<file path="config.mk">
export PLATFORM = sky130hd
export DESIGN_NAME = rf_ctrl
export DESIGN_NICKNAME = d
export VERILOG_FILES = /design/src/rtl/rf_ctrl.sv
export SDC_FILE = /design/constraint.sdc
export NUM_CORES = 1
export LEC_CHECK = 0
export CORE_MARGIN = 2
export CORE_UTILIZATION = 35
export DETAILED_ROUTE_END_ITERATION = 16
export PLACE_DENSITY = 0.54
export SLEW_MARGIN = 20
export SYNTH_ARGS = -nofsm -noshare
export SYNTH_HDL_FRONTEND = slang
export SYNTH_SLANG_ARGS = --single-unit
</file>
<file path="constraint.sdc">
create_clock -name clk -period 4.4 [get_ports clk]
set_clock_uncertainty 0.1 [all_clocks]
set_input_delay 0.66 -clock clk [delete_from_list [all_inputs] [get_ports clk]]
set_output_delay 0.66 -clock clk [all_outputs]
set_load 0.02 [all_outputs]
</file>
<file path="src/rtl/rf_ctrl.sv">
// rf_ctrl: single-command sequencer in front of a WIDTH x DEPTH register file.
// Owns the RF strobes so clients only see a valid/ready request and a
// one-cycle response pulse. All outputs except req_ready are registered.
module rf_ctrl #(
   parameter int unsigned WIDTH = 16,
   parameter int unsigned DEPTH = 8,
   localparam int unsigned AW = (DEPTH > 1) ? $clog2(DEPTH) : 1
) (
   input  logic             clk,
   input  logic             rst,
   // request port
   input  logic             req_valid,
   output logic             req_ready,
   input  logic [1:0]       req_op,
   input  logic [AW-1:0]    req_addr,
   input  logic [WIDTH-1:0] req_data,
   // response port
   output logic             resp_valid,
   output logic [WIDTH-1:0] resp_data,
   output logic             resp_ovf,
   output logic             resp_err,
   // register file pins
   output logic             rf_wren,
   output logic             rf_rden,
   output logic [AW-1:0]    rf_address,
   output logic [WIDTH-1:0] rf_wrdata,
   input  logic [WIDTH-1:0] rf_rddata
);

   localparam logic [1:0] OP_WR  = 2'b00;
   localparam logic [1:0] OP_RD  = 2'b01;
   localparam logic [1:0] OP_ADD = 2'b10;
   localparam logic [1:0] OP_CLR = 2'b11;

   typedef enum logic [2:0] {
      S_IDLE    = 3'd0,
      S_WR      = 3'd1,
      S_RD      = 3'd2,
      S_RD_WAIT = 3'd3,
      S_WB      = 3'd4,
      S_CLR     = 3'd5
   } state_e;

   state_e           state_q, state_d;
   logic [1:0]       op_q, op_d;
   logic [AW-1:0]    addr_q, addr_d;
   logic [WIDTH-1:0] data_q, data_d;
   logic [AW-1:0]    cnt_q, cnt_d;
   logic [WIDTH-1:0] sum_q, sum_d;
   logic             carry_q, carry_d;

   logic             rf_wren_q, rf_wren_d;
   logic             rf_rden_q, rf_rden_d;
   logic [AW-1:0]    rf_address_q, rf_address_d;
   logic [WIDTH-1:0] rf_wrdata_q, rf_wrdata_d;

   logic             resp_valid_q, resp_valid_d;
   logic [WIDTH-1:0] resp_data_q, resp_data_d;
   logic             resp_ovf_q, resp_ovf_d;
   logic             resp_err_q, resp_err_d;

   logic             addr_bad_c;
   logic             clr_last_c;
   logic [WIDTH:0]   acc_c;

   // Out-of-range check only matters when DEPTH is not a power of two.
   assign addr_bad_c = (32'(req_addr) >= 32'(DEPTH));
   assign clr_last_c = (cnt_q == AW'(DEPTH - 1));
   // Read-modify-write sum with carry, formed as the read data arrives.
   assign acc_c      = {1'b0, rf_rddata} + {1'b0, data_q};

   // Ready is gated by reset so nothing can be accepted while held in reset.
   assign req_ready  = ~rst & (state_q == S_IDLE);

   assign resp_valid = resp_valid_q;
   assign resp_data  = resp_data_q;
   assign resp_ovf   = resp_ovf_q;
   assign resp_err   = resp_err_q;
   assign rf_wren    = rf_wren_q;
   assign rf_rden    = rf_rden_q;
   assign rf_address = rf_address_q;
   assign rf_wrdata  = rf_wrdata_q;

   // State and output registers; reset aborts any operation in flight.
   always_ff @(posedge clk or posedge rst) begin
      if (rst) begin
         state_q      <= S_IDLE;
         op_q         <= '0;
         addr_q       <= '0;
         data_q       <= '0;
         cnt_q        <= '0;
         sum_q        <= '0;
         carry_q      <= 1'b0;
         rf_wren_q    <= 1'b0;
         rf_rden_q    <= 1'b0;
         rf_address_q <= '0;
         rf_wrdata_q  <= '0;
         resp_valid_q <= 1'b0;
         resp_data_q  <= '0;
         resp_ovf_q   <= 1'b0;
         resp_err_q   <= 1'b0;
      end else begin
         state_q      <= state_d;
         op_q         <= op_d;
         addr_q       <= addr_d;
         data_q       <= data_d;
         cnt_q        <= cnt_d;
         sum_q        <= sum_d;
         carry_q      <= carry_d;
         rf_wren_q    <= rf_wren_d;
         rf_rden_q    <= rf_rden_d;
         rf_address_q <= rf_address_d;
         rf_wrdata_q  <= rf_wrdata_d;
         resp_valid_q <= resp_valid_d;
         resp_data_q  <= resp_data_d;
         resp_ovf_q   <= resp_ovf_d;
         resp_err_q   <= resp_err_d;
      end
   end

   // Next state and next register values; strobes are set for the state
   // being entered so they are high exactly during that state.
   always_comb begin
      state_d      = state_q;
      op_d         = op_q;
      addr_d       = addr_q;
      data_d       = data_q;
      cnt_d        = cnt_q;
      sum_d        = sum_q;
      carry_d      = carry_q;
      rf_wren_d    = 1'b0;
      rf_rden_d    = 1'b0;
      rf_address_d = rf_address_q;
      rf_wrdata_d  = rf_wrdata_q;
      resp_valid_d = 1'b0;
      resp_data_d  = resp_data_q;
      resp_ovf_d   = resp_ovf_q;
      resp_err_d   = resp_err_q;

      unique case (state_q)
         S_IDLE: begin
            if (req_valid) begin
               op_d   = req_op;
               addr_d = req_addr;
               data_d = req_data;
               if ((req_op != OP_CLR) && addr_bad_c) begin
                  // Reject without touching the RF; respond next cycle.
                  resp_valid_d = 1'b1;
                  resp_data_d  = '0;
                  resp_ovf_d   = 1'b0;
                  resp_err_d   = 1'b1;
               end else begin
                  unique case (req_op)
                     OP_WR: begin
                        state_d      = S_WR;
                        rf_wren_d    = 1'b1;
                        rf_address_d = req_addr;
                        rf_wrdata_d  = req_data;
                     end
                     OP_RD, OP_ADD: begin
                        state_d      = S_RD;
                        rf_rden_d    = 1'b1;
                        rf_address_d = req_addr;
                     end
                     default: begin
                        state_d      = S_CLR;
                        cnt_d        = '0;
                        rf_wren_d    = 1'b1;
                        rf_address_d = '0;
                        rf_wrdata_d  = '0;
                     end
                  endcase
               end
            end
         end

         S_WR: begin
            state_d      = S_IDLE;
            resp_valid_d = 1'b1;
            resp_data_d  = data_q;
            resp_ovf_d   = 1'b0;
            resp_err_d   = 1'b0;
         end

         S_RD: begin
            state_d = S_RD_WAIT;
         end

         S_RD_WAIT: begin
            if (op_q == OP_ADD) begin
               state_d      = S_WB;
               sum_d        = acc_c[WIDTH-1:0];
               carry_d      = acc_c[WIDTH];
               rf_wren_d    = 1'b1;
               rf_address_d = addr_q;
               rf_wrdata_d  = acc_c[WIDTH-1:0];
            end else begin
               state_d      = S_IDLE;
               resp_valid_d = 1'b1;
               resp_data_d  = rf_rddata;
               resp_ovf_d   = 1'b0;
               resp_err_d   = 1'b0;
            end
         end

         S_WB: begin
            state_d      = S_IDLE;
            resp_valid_d = 1'b1;
            resp_data_d  = sum_q;
            resp_ovf_d   = carry_q;
            resp_err_d   = 1'b0;
         end

         S_CLR: begin
            if (clr_last_c) begin
               state_d      = S_IDLE;
               resp_valid_d = 1'b1;
               resp_data_d  = '0;
               resp_ovf_d   = 1'b0;
               resp_err_d   = 1'b0;
            end else begin
               cnt_d        = cnt_q + AW'(1);
               rf_wren_d    = 1'b1;
               rf_address_d = cnt_q + AW'(1);
               rf_wrdata_d  = '0;
            end
         end

         default: begin
            state_d = S_IDLE;
         end
      endcase
   end

endmodule

</file>
==> metrics.log, run 1 <==
[metrics] Clock Latency Late Sink: 0.35 ns
[metrics] I/O Pins: between 80 and 90
[metrics] Worst EP arrival: between 3 and 4 ns
[metrics] Ys Warns: 0
[metrics] total of flip-flops plus latches after synthesis: 83
[metrics] H-tree levels: 3
[metrics] sinks on the clock net: 83
[metrics] hold path cells: 2
[metrics] number of nets with antenna violations after routing: 0
[metrics] power density normalized to cell area: a little over 800 mW/mm2
[metrics] wire length on met1: around 6.6 mm
[metrics] detailed placer's ending HPWL: around 9.8 mm
[metrics] number of cells on the critical path: 8
[metrics] die width: about 120 um
[metrics] clk slew on worst S/H paths: 0.07 ns
[metrics] Layout Cell Area excl Fill: between 0.006 and 0.007 mm2
[metrics] routed length on met3: between 700 and 800 um
[metrics] number of instances resized during post-cts repair: 0
[metrics] DR DRC count: 0
[metrics] Hold Crit Class: flip-flop to flip-flop
[metrics] Fill cells: roughly 1,300
[metrics] count of antenna diodes in the layout: 0
[metrics] CTS max path bufs: 2
[metrics] total cell area at the placement stage: 0.005679 mm2
[metrics] maximum number of pins on one net before global-route repair: 45
[metrics] number of buffers and inverters on the critical path: 1
[metrics] crit end category: flip-flop
[metrics] CTS buffer count: 9
[metrics] category of cells accounting for the largest share of critical-path delay: compound AO/OA/AOI/OAI gates
[metrics] detailed-route wire length per cell: 18.39 um
[metrics] row count: 42
[metrics] top post-synthesis cells by count: sky130_fd_sc_hd__dfrtp_1 (83), sky130_fd_sc_hd__nand2_1 (79), sky130_fd_sc_hd__o21ai_0 (41)
[metrics] global-route usage over all layers: between 20% and 30%
[metrics] overall via count from detail_route: 4,106
[metrics] cell with the largest stage delay on the worst path: sky130_fd_sc_hd__clkdlybuf4s50_1
[metrics] biggest area consumer among synthesized cells: sky130_fd_sc_hd__dfrtp_1
[metrics] Slew Limit Headroom: between 20% and 30%
[metrics] achievable frequency: about 0.33 GHz
[metrics] Reg2Reg Setup Slack: between 1.5 and 2 ns
[metrics] Post-CTS Hold Fix Bufs: 0
[metrics] proportion of layout cells with a drive suffix above 1: 10.49%
[metrics] status: finished clean
[metrics] share of synthesized area occupied by flip-flops and latches: between 40 and 50%
[metrics] post-synthesis instance area: 0.004737 mm2
[metrics] Critical Path Max Stage Delay: about 0.47 ns
[metrics] Worst Reg-to-Reg Cells: 7
[metrics] count of nets after finishing: roughly 630
[metrics] max-cap violations: 0
[metrics] Total Power: a little under 0.005 W
[metrics] post-route setup TNS: 0 ns
[metrics] Starting Density: between 30 and 40%
[metrics] post-synthesis average cell area: 9.455 um2
[metrics] area added between synthesis and finish: 27.39%
[metrics] Period Utilization, post-route: between 60% and 70%
[metrics] number of instances in the synthesized netlist: 501
[metrics] residual overflow from global routing: 0
[metrics] drt pass-1 iters: 5
[metrics] minimum clock period after layout: 2.997 ns
[metrics] net count of the mapped netlist: 562
[metrics] leading cell types by total area after synthesis: sky130_fd_sc_hd__dfrtp_1 (44%), sky130_fd_sc_hd__nand2_1 (6.3%), sky130_fd_sc_hd__ha_1 (5.3%), sky130_fd_sc_hd__mux2_2 (5.0%), sky130_fd_sc_hd__o21ai_0 (4.3%)
[metrics] Die Footprint: about 0.014 mm2
[metrics] fin. max-slew vios: 0
[metrics] vias in the first global route: between 4,000 and 5,000
[metrics] via/cell ratio: between 5 and 6
[metrics] Tightest Pin Transition: around 1.1 ns
[metrics] clock tree from TritonCTS: done
[metrics] worst path cell trace: clkdlybuf4s50_1 -> ha_1 -> fa_1 -> a21o_1 -> a22o_1 -> o41ai_4 -> a21oi_2 -> o41a_1
[metrics] final number of hold-violating endpoints: 0
[metrics] highest routed metal layer: met4
[metrics] top cell type's share of synthesized area: between 40% and 50%
[metrics] floorplan core area: around 0.013 mm2
[metrics] sort of element at the start of the critical path: primary input
[metrics] clock root buffer: sky130_fd_sc_hd__clkbuf_16
[metrics] critical path type: primary input to flip-flop
[metrics] number of synthesized flops with an enable pin: 0
[metrics] leakage dissipation: 2.636 nW
[metrics] setup violators final: 0
[metrics] required time of the critical path: around 4.5 ns
[metrics] Max rail drop VDD: just over 0.0003 V
[metrics] unrepaired setup endpoints after global routing: no
[metrics] flip-flop cell with the highest count after synthesis: sky130_fd_sc_hd__dfrtp_1
[metrics] post-detailed-routing wire length: between 10 and 15 mm
[metrics] number of buffer cells added on primary ports: between 70 and 80
[metrics] chip height: 120.3 um
[metrics] Synth async-reset ratio: 100.0%
[metrics] weighted congestion reported at the end of routability-driven placement: approximately 0.9
[metrics] dominant cell by count in the synthesized netlist: sky130_fd_sc_hd__dfrtp_1
[metrics] peak fanout along the critical path: 4
[metrics] antenna violations before repair: 0
[metrics] setup bufs post-CTS: 0
[metrics] Initial DRC Count: 344
[metrics] detailed route wirelength on metal2: 6.057 mm
[metrics] global-route wire length before repair: between 20 and 25 mm
[metrics] distinct cell type count of the synthesized netlist: between 50 and 60
[power by group]
group	total, W	switching, W	internal, W
registers	0.00140	0.000269	0.00113
logic	0.00258	0.00150	0.00107
clock network	0.000892	0.000321	0.000571
[path summary, 6_finish.rpt]
path,startpoint,endpoint
worst min-delay path,resp_data[12],resp_data[12]
worst max-delay path,rf_rddata[0],carry_q
worst max register to register,data_q[0],carry_q
worst min register to register,resp_data[12],resp_data[12]
max in group asynchronous,rst,sum_q[7]
min in group asynchronous,rst,cnt_q[1]
[layer usage]
| layer | global-route usage [%] | vias up |
|---|---|---|
| met3 | 3.585 | 20 |
| li1 | - | 1979 |
| met1 | 28.67 | 1964 |
| met5 | 0 | - |
| met2 | 30.29 | 143 |
| met4 | 7.776 | 0 |
[cell usage in the layout (no fill, tap or decap), types with 2 or more instances in the layout]
cell type / synthesis / final
sky130_fd_sc_hd__a22oi_1: 24 / 24
sky130_fd_sc_hd__a32oi_1: 2 / 2
sky130_fd_sc_hd__bufinv_16: 0 / 3
sky130_fd_sc_hd__clkinv_2: 0 / 2
sky130_fd_sc_hd__and3_1: 2 / 2
sky130_fd_sc_hd__o2111a_1: 3 / 3
sky130_fd_sc_hd__nand4_1: 3 / 3
sky130_fd_sc_hd__a21o_1: 10 / 10
sky130_fd_sc_hd__o21ai_0: 41 / 41
sky130_fd_sc_hd__a21boi_0: 2 / 2
sky130_fd_sc_hd__nor3_1: 7 / 7
sky130_fd_sc_hd__inv_1: 12 / 11
sky130_fd_sc_hd__o211a_1: 2 / 2
sky130_fd_sc_hd__nand2_1: 79 / 79
sky130_fd_sc_hd__dfrtp_1: 83 / 83
sky130_fd_sc_hd__a22o_1: 17 / 17
sky130_fd_sc_hd__a21oi_1: 23 / 23
sky130_fd_sc_hd__a31oi_1: 5 / 5
sky130_fd_sc_hd__buf_4: 3 / 10
sky130_fd_sc_hd__xnor2_1: 4 / 4
sky130_fd_sc_hd__o221ai_1: 3 / 3
sky130_fd_sc_hd__a21oi_2: 2 / 2
sky130_fd_sc_hd__nor2b_1: 3 / 2
sky130_fd_sc_hd__xor2_1: 5 / 5
sky130_fd_sc_hd__clkbuf_16: 0 / 9
sky130_fd_sc_hd__ha_1: 20 / 20
sky130_fd_sc_hd__nand3_1: 13 / 12
sky130_fd_sc_hd__a221oi_1: 17 / 17
sky130_fd_sc_hd__nor2_1: 31 / 31
sky130_fd_sc_hd__mux2_2: 21 / 21
sky130_fd_sc_hd__clkdlybuf4s50_1: 0 / 79
sky130_fd_sc_hd__o31ai_1: 5 / 5
sky130_fd_sc_hd__o211ai_1: 2 / 2
[sequential cells by signal, indices dropped and copies added (netlist names)]
name and count:
rf_wrdata 16, data_q 16, resp_ovf 1, rf_address 3, state_q 3, rf_wren 1, addr_q 3, op_q 2
cnt_q 3, carry_q 1, rf_rden 1, sum_q 16, resp_valid 1, resp_data 16
[through the flow]
| step | util (%) | hold slack (ns) | worst slack (ns) | instances |
|---|---|---|---|---|
| 6_report | 45.57 | 0.3790 | 1.403 | 748 |
| 5_1_grt | 45.57 | 0.3981 | 1.257 | 748 |
| 3_3_place_gp | 42.89 | 0.3616 | 1.086 | 732 |
| 2_1_floorplan | - | 0.3466 | 1.503 | 501 |
| 3_5_place_dp | 42.89 | 0.3634 | 1.047 | 732 |
| 4_1_cts | 45.53 | 0.3779 | 1.417 | 748 |
[cell type report]
type                       count  area (um2)  share of cell area, %
clock buffer                  10       239.0                  3.960
clock inverter                 6       111.4                  1.845
inverter                      13       50.05                 0.8294
multi-input combinational    371        2471                  40.95
sequential                    83        2077                  34.42
tap                          176       220.2                  3.649
timing repair buffer          89       865.8                  14.35
[cells by family after synthesis]
family / Yosys count / synth area share [%]
buffers and inverters: 47 / 4.226
other: 1 / 0.07916
AO/OA/AOI/OAI: 169 / 25.44
AND/OR/NAND/NOR: 149 / 13.84
XOR/XNOR: 9 / 1.664
adder cells (fa/ha/maj): 21 / 5.705
multiplexers: 22 / 5.203
flip-flops: 83 / 43.85
[worst reg2reg max path: stages, from the launching register on]
cell and delay (ns):
sky130_fd_sc_hd__dfrtp_1 0.42, sky130_fd_sc_hd__ha_1 0.24, sky130_fd_sc_hd__fa_1 0.41, sky130_fd_sc_hd__a21o_1 0.24
sky130_fd_sc_hd__a22o_1 0.24, sky130_fd_sc_hd__o41ai_4 0.41, sky130_fd_sc_hd__a21oi_2 0.13, sky130_fd_sc_hd__o41a_1 0.32
(Power assumes the default switching activity.)
==> inputs of run 2 (changes only) <==
- PLACE_DENSITY: 0.54 -> 0.56
- clock period: 4.4 -> 2.7 ns (I/O delays scaled with it)
==> run 2 against run 1 <==
Final area up 3.6%; clock power up 43%; sequential share of layout area down 1.2 points; final cell count up 4.1%; via count up 2.6%; sequential cell count unchanged; total power up 65%; worst hold slack worse by 0.037 ns; non-clock buffer count up 32; wire length up 0.47%.
==> metrics.log, run 2 (synthesized netlist as in run 1, its figures left out) <==
[metrics] status: finished clean
[metrics] residual overflow from global routing: 0 (unchanged)
[metrics] final number of hold-violating endpoints: 0 (unchanged)
[metrics] antenna violations before repair: 0 (unchanged)
[metrics] global-route wire length before repair: 22.15 mm (-1.2%)
[metrics] total cell area at the placement stage: 0.005907 mm2 (+4.0%)
[metrics] fin. max-slew vios: 0 (unchanged)
[metrics] R2R Path Start: data_q[0]
[metrics] Layout Cell Area excl Fill: 0.006250 mm2 (+3.6%)
[metrics] maximum number of pins on one net before global-route repair: 36 (-20%)
[metrics] Hold Crit Class: primary input to asynchronous set/reset pin
[metrics] H-tree levels: 3 (unchanged)
[metrics] Period Utilization, post-route: 96.66%
[metrics] required time of the critical path: 2.83 ns (-1.71 ns)
[metrics] proportion of layout cells with a drive suffix above 1: 15.42% (+4.9 points)
[metrics] via/cell ratio: 5.409 (-1.5%)
[metrics] leakage dissipation: 2.779 nW (+5.4%)
[metrics] drt pass-1 iters: 5 (unchanged)
[metrics] number of buffer cells added on primary ports: 79 (unchanged)
[metrics] max-cap violations: 0 (unchanged)
[metrics] I/O Pins: 81 (unchanged)
[metrics] DR DRC count: 0 (unchanged)
[metrics] detailed placer's ending HPWL: 10.36 mm (+5.8%)
[metrics] crit end category: flip-flop
[metrics] peak fanout along the critical path: 5 (+1)
[metrics] commonest cells after routing, fill and taps aside: sky130_fd_sc_hd__dfrtp_1 (82), sky130_fd_sc_hd__nand2_1 (79), sky130_fd_sc_hd__clkdlybuf4s50_1 (78)
[metrics] sort of element at the start of the critical path: flip-flop
[metrics] detailed-route wire length per cell: 17.74 um (-3.5%)
[metrics] power density normalized to cell area: 1283 mW/mm2 (+59%)
[metrics] sinks on the clock net: 83 (unchanged)
[metrics] Worst Reg-to-Reg Cells: 7 (unchanged)
[metrics] row count: 42 (unchanged)
[metrics] number of nets with antenna violations after routing: 0 (unchanged)
[metrics] minimum clock period after layout: 2.610 ns
[metrics] post-detailed-routing wire length: 13.82 mm (+0.47%)
[metrics] CTS max path bufs: 2 (unchanged)
[metrics] clock tree from TritonCTS: done
[metrics] setup violators final: 0 (unchanged)
[metrics] Post-CTS Hold Fix Bufs: 0 (unchanged)
[metrics] overall via count from detail_route: 4,214 (+2.6%)
[metrics] critical path type: flip-flop to flip-flop
[metrics] Max rail drop VDD: 0.0006550 V (+110%)
[metrics] Initial DRC Count: 233 (-32%)
[metrics] count of nets after finishing: 660 (+5.1%)
[metrics] Total Power: 0.008021 W (+65%)
[metrics] Die Footprint: 0.01448 mm2 (unchanged)
[metrics] Clock Latency Late Sink: 0.35 ns (about the same)
[metrics] Starting Density: 35.77% (unchanged)
[metrics] floorplan core area: 0.01324 mm2 (unchanged)
[metrics] Slew Limit Headroom: 28.21% (+2.4 points)
[metrics] area added between synthesis and finish: 31.93%
[metrics] weighted congestion reported at the end of routability-driven placement: 0.8705 (-3.6%)
[metrics] achievable frequency: ~0.38 GHz
[metrics] Tightest Pin Transition: 1.071 ns (-0.03699 ns)
[metrics] vias in the first global route: 4,038 (-1.5%)
[metrics] Critical Path Source: data_q[0]
[metrics] chip height: 120.3 um (unchanged)
[metrics] count of antenna diodes in the layout: 0 (unchanged)
[metrics] CTS buffer count: 9 (unchanged)
[metrics] clock root buffer: sky130_fd_sc_hd__clkbuf_16
[metrics] unrepaired setup endpoints after global routing: no
[metrics] most frequent standard cell in the layout excluding fill and tap cells: sky130_fd_sc_hd__dfrtp_1
[metrics] Worst EP arrival: 2.74 ns (-0.40 ns)
[metrics] clk slew on worst S/H paths: 0.07 ns (about the same)
[metrics] die width: 120.3 um (unchanged)
[metrics] global-route usage over all layers: 20.01% (-0.055 points)
==> run 2: cell types whose count changed in the layout (fill, tap and decap cells not counted), sizes merged <==
cell and delta:
clkinvlp +1, bufinv -2, clkdlybuf4s50 -1, buf +32, dlymetal6s2s +1, clkbuf +1
inv -1
==> run 2: worst max-delay path, cell delays in order (launching register included) <==
cell and delay [ns]:
sky130_fd_sc_hd__dfrtp_2 0.43, sky130_fd_sc_hd__ha_2 0.20, sky130_fd_sc_hd__fa_1 0.38, sky130_fd_sc_hd__a21o_1 0.20, sky130_fd_sc_hd__a22o_1 0.23, sky130_fd_sc_hd__o41ai_4 0.48
sky130_fd_sc_hd__a21oi_2 0.14, sky130_fd_sc_hd__o41a_1 0.32
==> run 2: cell type report <==
type | instances | area [um2]
clock buffer | 11 | 252.7
clock inverter | 4 | 50.05
fill | 1288 | 6993
inverter | 13 | 50.05
multi-input combinational | 371 | 2477
sequential | 83 | 2078
tap | 176 | 220.2
timing repair buffer | 121 | 1121
==> run 2: through the flow <==
stage | worst slack (ns) | setup TNS, ns | utilization, % | instances | hold slack [ns]
global placement | -0.3609 | -2.889 | 44.61 | 761 | 0.3606
CTS | 0.05517 | 0 | 46.89 | 776 | 0.3583
floorplan | 0.05821 | 0 | - | 501 | 0.3466
detailed placement | -0.3826 | -3.216 | 44.61 | 761 | 0.3650
global route | 0.009676 | 0 | 47.19 | 779 | 0.4011
finish | 0.09009 | 0 | 47.19 | 779 | 0.3417
==> run 2: power breakdown <==
group          internal, W  total [W]  switching (W)
combinational      0.00200    0.00440        0.00240
clock             0.000760    0.00128       0.000516
sequential         0.00185    0.00235       0.000501
==> run 2: path summary, 6_finish.rpt <==
path                                 end  slack (ns)
min in group clk           rf_address[1]        0.37
max                              carry_q        0.09
min                             cnt_q[2]        0.34
max reg2reg                      carry_q        0.09
max in group asynchronous      data_q[0]        1.49
min reg2reg                rf_address[1]        0.37
==> run 2: what timing repair did <==
action                                  4_1_cts  5_1_grt
endpoints found under the setup margin        1        3
gates resized for setup                       0        5
pin swaps                                     1        3
buffers inserted                              0        3
==> run 2: layer usage <==
metal	global-route usage, %	vias up	wire (um)
met5	0	-	0
met4	5.015	0	152
met3	4.811	12	689
met2	31.04	127	6308
met1	28.21	2034	6670
li1	-	2041	-
==> inputs of run 3 (changes only) <==
- CORE_MARGIN: 2 -> not set
==> run 3 against run 2 <==
Die area shrank 3.3%; register-to-register slack gained 0.16 ns; critical path depth grew 2; via count shrank 0.33%; clock power shrank 10%; wire length shrank 2.9%; utilization shrank 0.45 points; critical path type is now primary input to flip-flop; largest cell class unchanged; highest routed layer unchanged.
==> metrics.log, run 3 (synthesized netlist as in run 1, its figures left out) <==
[metrics] status: finished clean
[metrics] register share of total power: 29.8% (+0.5 points)
[metrics] Clock Latency Late Sink: 0.35 ns (about the same)
[metrics] I/O Pins: 81 (unchanged)
[metrics] minimum clock period after layout: 2.586 ns (-0.02430 ns)
[metrics] number of buffer cells added on primary ports: 79 (unchanged)
[metrics] residual overflow from global routing: 0 (unchanged)
[metrics] fin. max-slew vios: 0 (unchanged)
[metrics] Tightest Pin Transition: 1.066 ns (-0.004925 ns)
[metrics] CTS buffer count: 9 (unchanged)
[metrics] total cell area at the placement stage: 0.005912 mm2 (about the same)
[metrics] Worst Slack Setup Final: 0.1144 ns (+0.02430 ns)
[metrics] worst path cell trace: clkdlybuf4s50_1 -> buf_4 -> ha_1 -> a211oi_1 -> o211ai_1 -> a31oi_1 -> buf_4 -> xor2_1 -> o221ai_1
[metrics] Period Utilization, post-route: 95.76% (-0.90 points)
[metrics] setup bufs post-CTS: 0 (unchanged)
[metrics] Post-Route Utilization: 46.74% (-0.45 points)
[metrics] Hold WS: 0.1805 ns (-0.1612 ns)
[metrics] CTS max path bufs: 2 (unchanged)
[metrics] crit end category: flip-flop
[metrics] sinks on the clock net: 83 (unchanged)
[metrics] floorplan core area: 0.01324 mm2 (unchanged)
[metrics] Max rail drop VDD: 0.0005275 V (-19%)
[metrics] count of antenna diodes in the layout: 0 (unchanged)
[metrics] multi-input combinational cell area: 0.002472 mm2 (-0.20%)
[metrics] vias in the first global route: 4,103 (+1.6%)
[metrics] overall via count from detail_route: 4,200 (-0.33%)
[metrics] DR DRC count: 0 (unchanged)
[metrics] clock root buffer: sky130_fd_sc_hd__clkbuf_16
[metrics] proportion of layout cells with a drive suffix above 1: 14.21% (-1.2 points)
[metrics] global-route wire length before repair: 22.04 mm (-0.50%)
[metrics] Worst Reg-to-Reg Cells: 7 (unchanged)
[metrics] power spent charging and discharging nets: 0.003369 W (-1.4%)
[metrics] commonest cells after routing, fill and taps aside: sky130_fd_sc_hd__dfrtp_1 (83), sky130_fd_sc_hd__nand2_1 (79), sky130_fd_sc_hd__clkdlybuf4s50_1 (79)
[metrics] maximum number of pins on one net before global-route repair: 45 (+25%)
[metrics] met2 track demand over resource in global routing: 30.96% (-0.081 points)
[metrics] global-route usage over all layers: 20.38% (+0.37 points)
[metrics] post-placement worst setup slack: -0.3305 ns (+0.05206 ns)
[metrics] area added between synthesis and finish: 30.67%
[metrics] cell internal pwr: 0.004482 W (-2.7%)
[metrics] chip height: 118.3 um (-1.7%)
[metrics] Slew Limit Headroom: 28.69% (+0.48 points)
[metrics] setup violators final: 0 (unchanged)
[metrics] met3 Use GR: 2.944% (-1.9 points)
[metrics] cell with the largest stage delay on the worst path: sky130_fd_sc_hd__clkdlybuf4s50_1
[metrics] Critical Path Most Common Cell: sky130_fd_sc_hd__buf_4
[metrics] critical path type: primary input to flip-flop
[metrics] drt pass-1 iters: 5 (unchanged)
[metrics] Hold Crit Class: primary input to asynchronous set/reset pin
[metrics] global routing usage on met1: 29.08% (+0.86 points)
[metrics] Critical Path Max Stage Delay: 0.48 ns (about the same)
[metrics] R2R Path Start: data_q[0]
[metrics] reg-to-reg critical path endpoint: carry_q
[metrics] row count: 42 (unchanged)
[metrics] count of nets after finishing: 656 (-0.61%)
[metrics] clk slew on worst S/H paths: 0.06 ns (about the same)
[metrics] achievable frequency: 0.3868 GHz (+0.94%)
[metrics] Initial DRC Count: 202 (-13%)
[metrics] antenna violations before repair: 0 (unchanged)
[metrics] H-tree levels: 3 (unchanged)
[metrics] number of nets with antenna violations after routing: 0 (unchanged)
[metrics] Die Footprint: 0.01400 mm2 (-3.3%)
[metrics] detailed-route wire length per cell: 17.34 um (-2.2%)
[metrics] leakage dissipation: 2.743 nW (-1.3%)
[metrics] clock tree from TritonCTS: done
[metrics] power density normalized to cell area: 1268 mW/mm2 (-1.2%)
[metrics] max-cap violations: 0 (unchanged)
[metrics] Fill cells: 1,285 (-0.23%)
[metrics] most frequent standard cell in the layout excluding fill and tap cells: sky130_fd_sc_hd__dfrtp_1
[metrics] die width: 118.3 um (-1.7%)
[metrics] Layout Cell Area excl Fill: 0.006190 mm2 (-0.96%)
[metrics] detailed placer's ending HPWL: 10.08 mm (-2.7%)
[metrics] peak fanout along the critical path: 4 (-1)
[metrics] area of all sequential standard cells: 0.002077 mm2 (about the same)
[metrics] weighted congestion reported at the end of routability-driven placement: 0.8525 (-2.1%)
[metrics] final number of hold-violating endpoints: 0 (unchanged)
[metrics] Worst EP arrival: 2.69 ns (-0.05 ns)
[metrics] required time of the critical path: 2.80 ns (-0.03 ns)
[metrics] relative contribution of combinational cells to total power: 55.6% (+0.8 points)
[metrics] Reg2Reg Setup Slack: 0.25 ns (+0.16 ns)
[metrics] Switching Share: 42.92% (+0.33 points)
[metrics] Starting Density: 35.77% (unchanged)
[metrics] clock network fraction of total power: 14.6% (-1.3 points)
[metrics] via/cell ratio: 5.426 (+0.31%)
[metrics] post-detailed-routing wire length: 13.42 mm (-2.9%)
[metrics] sort of element at the start of the critical path: primary input
[metrics] most used routing layer in global routing: met2
[metrics] post-route setup TNS: 0 ns (unchanged)
[metrics] unrepaired setup endpoints after global routing: no
## run 3: cell types whose count changed in the layout (fill, tap and decap cells not counted), sizes merged
| cell | delta |
|---|---|
| buf | -4 |
| bufinv | -1 |
| clkbuf | +1 |
| clkdlybuf4s50 | +1 |
| dlymetal6s2s | -1 |
| clkinvlp | -1 |
## run 3: repair_timing
item | 4_1_cts | 5_1_grt
setup endpoints to repair | 0 | 7
hold buffers | 0 | 0
resized for setup | 0 | 2
## run 3: metal layers
metal / share of wire (%) / vias up
li1: - / 2035
met1: 49 / 2022
met2: 45 / 126
met3: 4.3 / 17
met4: 1.9 / 0
met5: 0 / -
## run 3: final cells by class
type / count / share of cell area, %
clock buffers: 12 / 4.144
clock inverters: 2 / 0.2021
well taps: 176 / 3.558
inverters: 13 / 0.8086
flip-flops and latches: 83 / 33.56
multi-input cells: 371 / 39.94
repair buffers: 117 / 17.79
## run 3: power by group through the flow
stage	Sequential, W	Combinational, W	Clock (W)
after floorplan	0.00250	0.00251	0
after global placement	0.00234	0.00428	0
after detailed placement	0.00235	0.00433	0
after CTS	0.00234	0.00435	0.00117
after global routing	0.00243	0.00481	0.00122
final	0.00234	0.00437	0.00115
## run 3: through the flow
| step | total power, W | instances |
|---|---|---|
| 6_report | 0.007851 | 774 |
| 5_1_grt | 0.008448 | 774 |
| 4_1_cts | 0.007864 | 774 |
| 3_5_place_dp | 0.006677 | 760 |
| 3_3_place_gp | 0.006615 | 760 |
| 2_1_floorplan | 0.005020 | 501 |
## run 3: how the worst max path moves through the flow
stage / start / end / slack [ns]
finish: rf_rddata[1] / rf_wrdata[11] / 0.11
global route: rf_rddata[1] / rf_wrdata[13] / 0.008
CTS: rf_rddata[0] / carry_q / 0.02
detailed placement: rf_rddata[0] / carry_q / -0.33
global placement: rf_rddata[0] / carry_q / -0.32
floorplan: rst / addr_q[0] / 0.06
## run 3: worst max-delay path: cells and delay by family
family | cells | cell delay [ns]
XOR/XNOR | 1 | 0.18
adder cells (fa/ha/maj) | 1 | 0.30
buffers and inverters | 3 | 0.81
AO/OA/AOI/OAI | 4 | 0.98
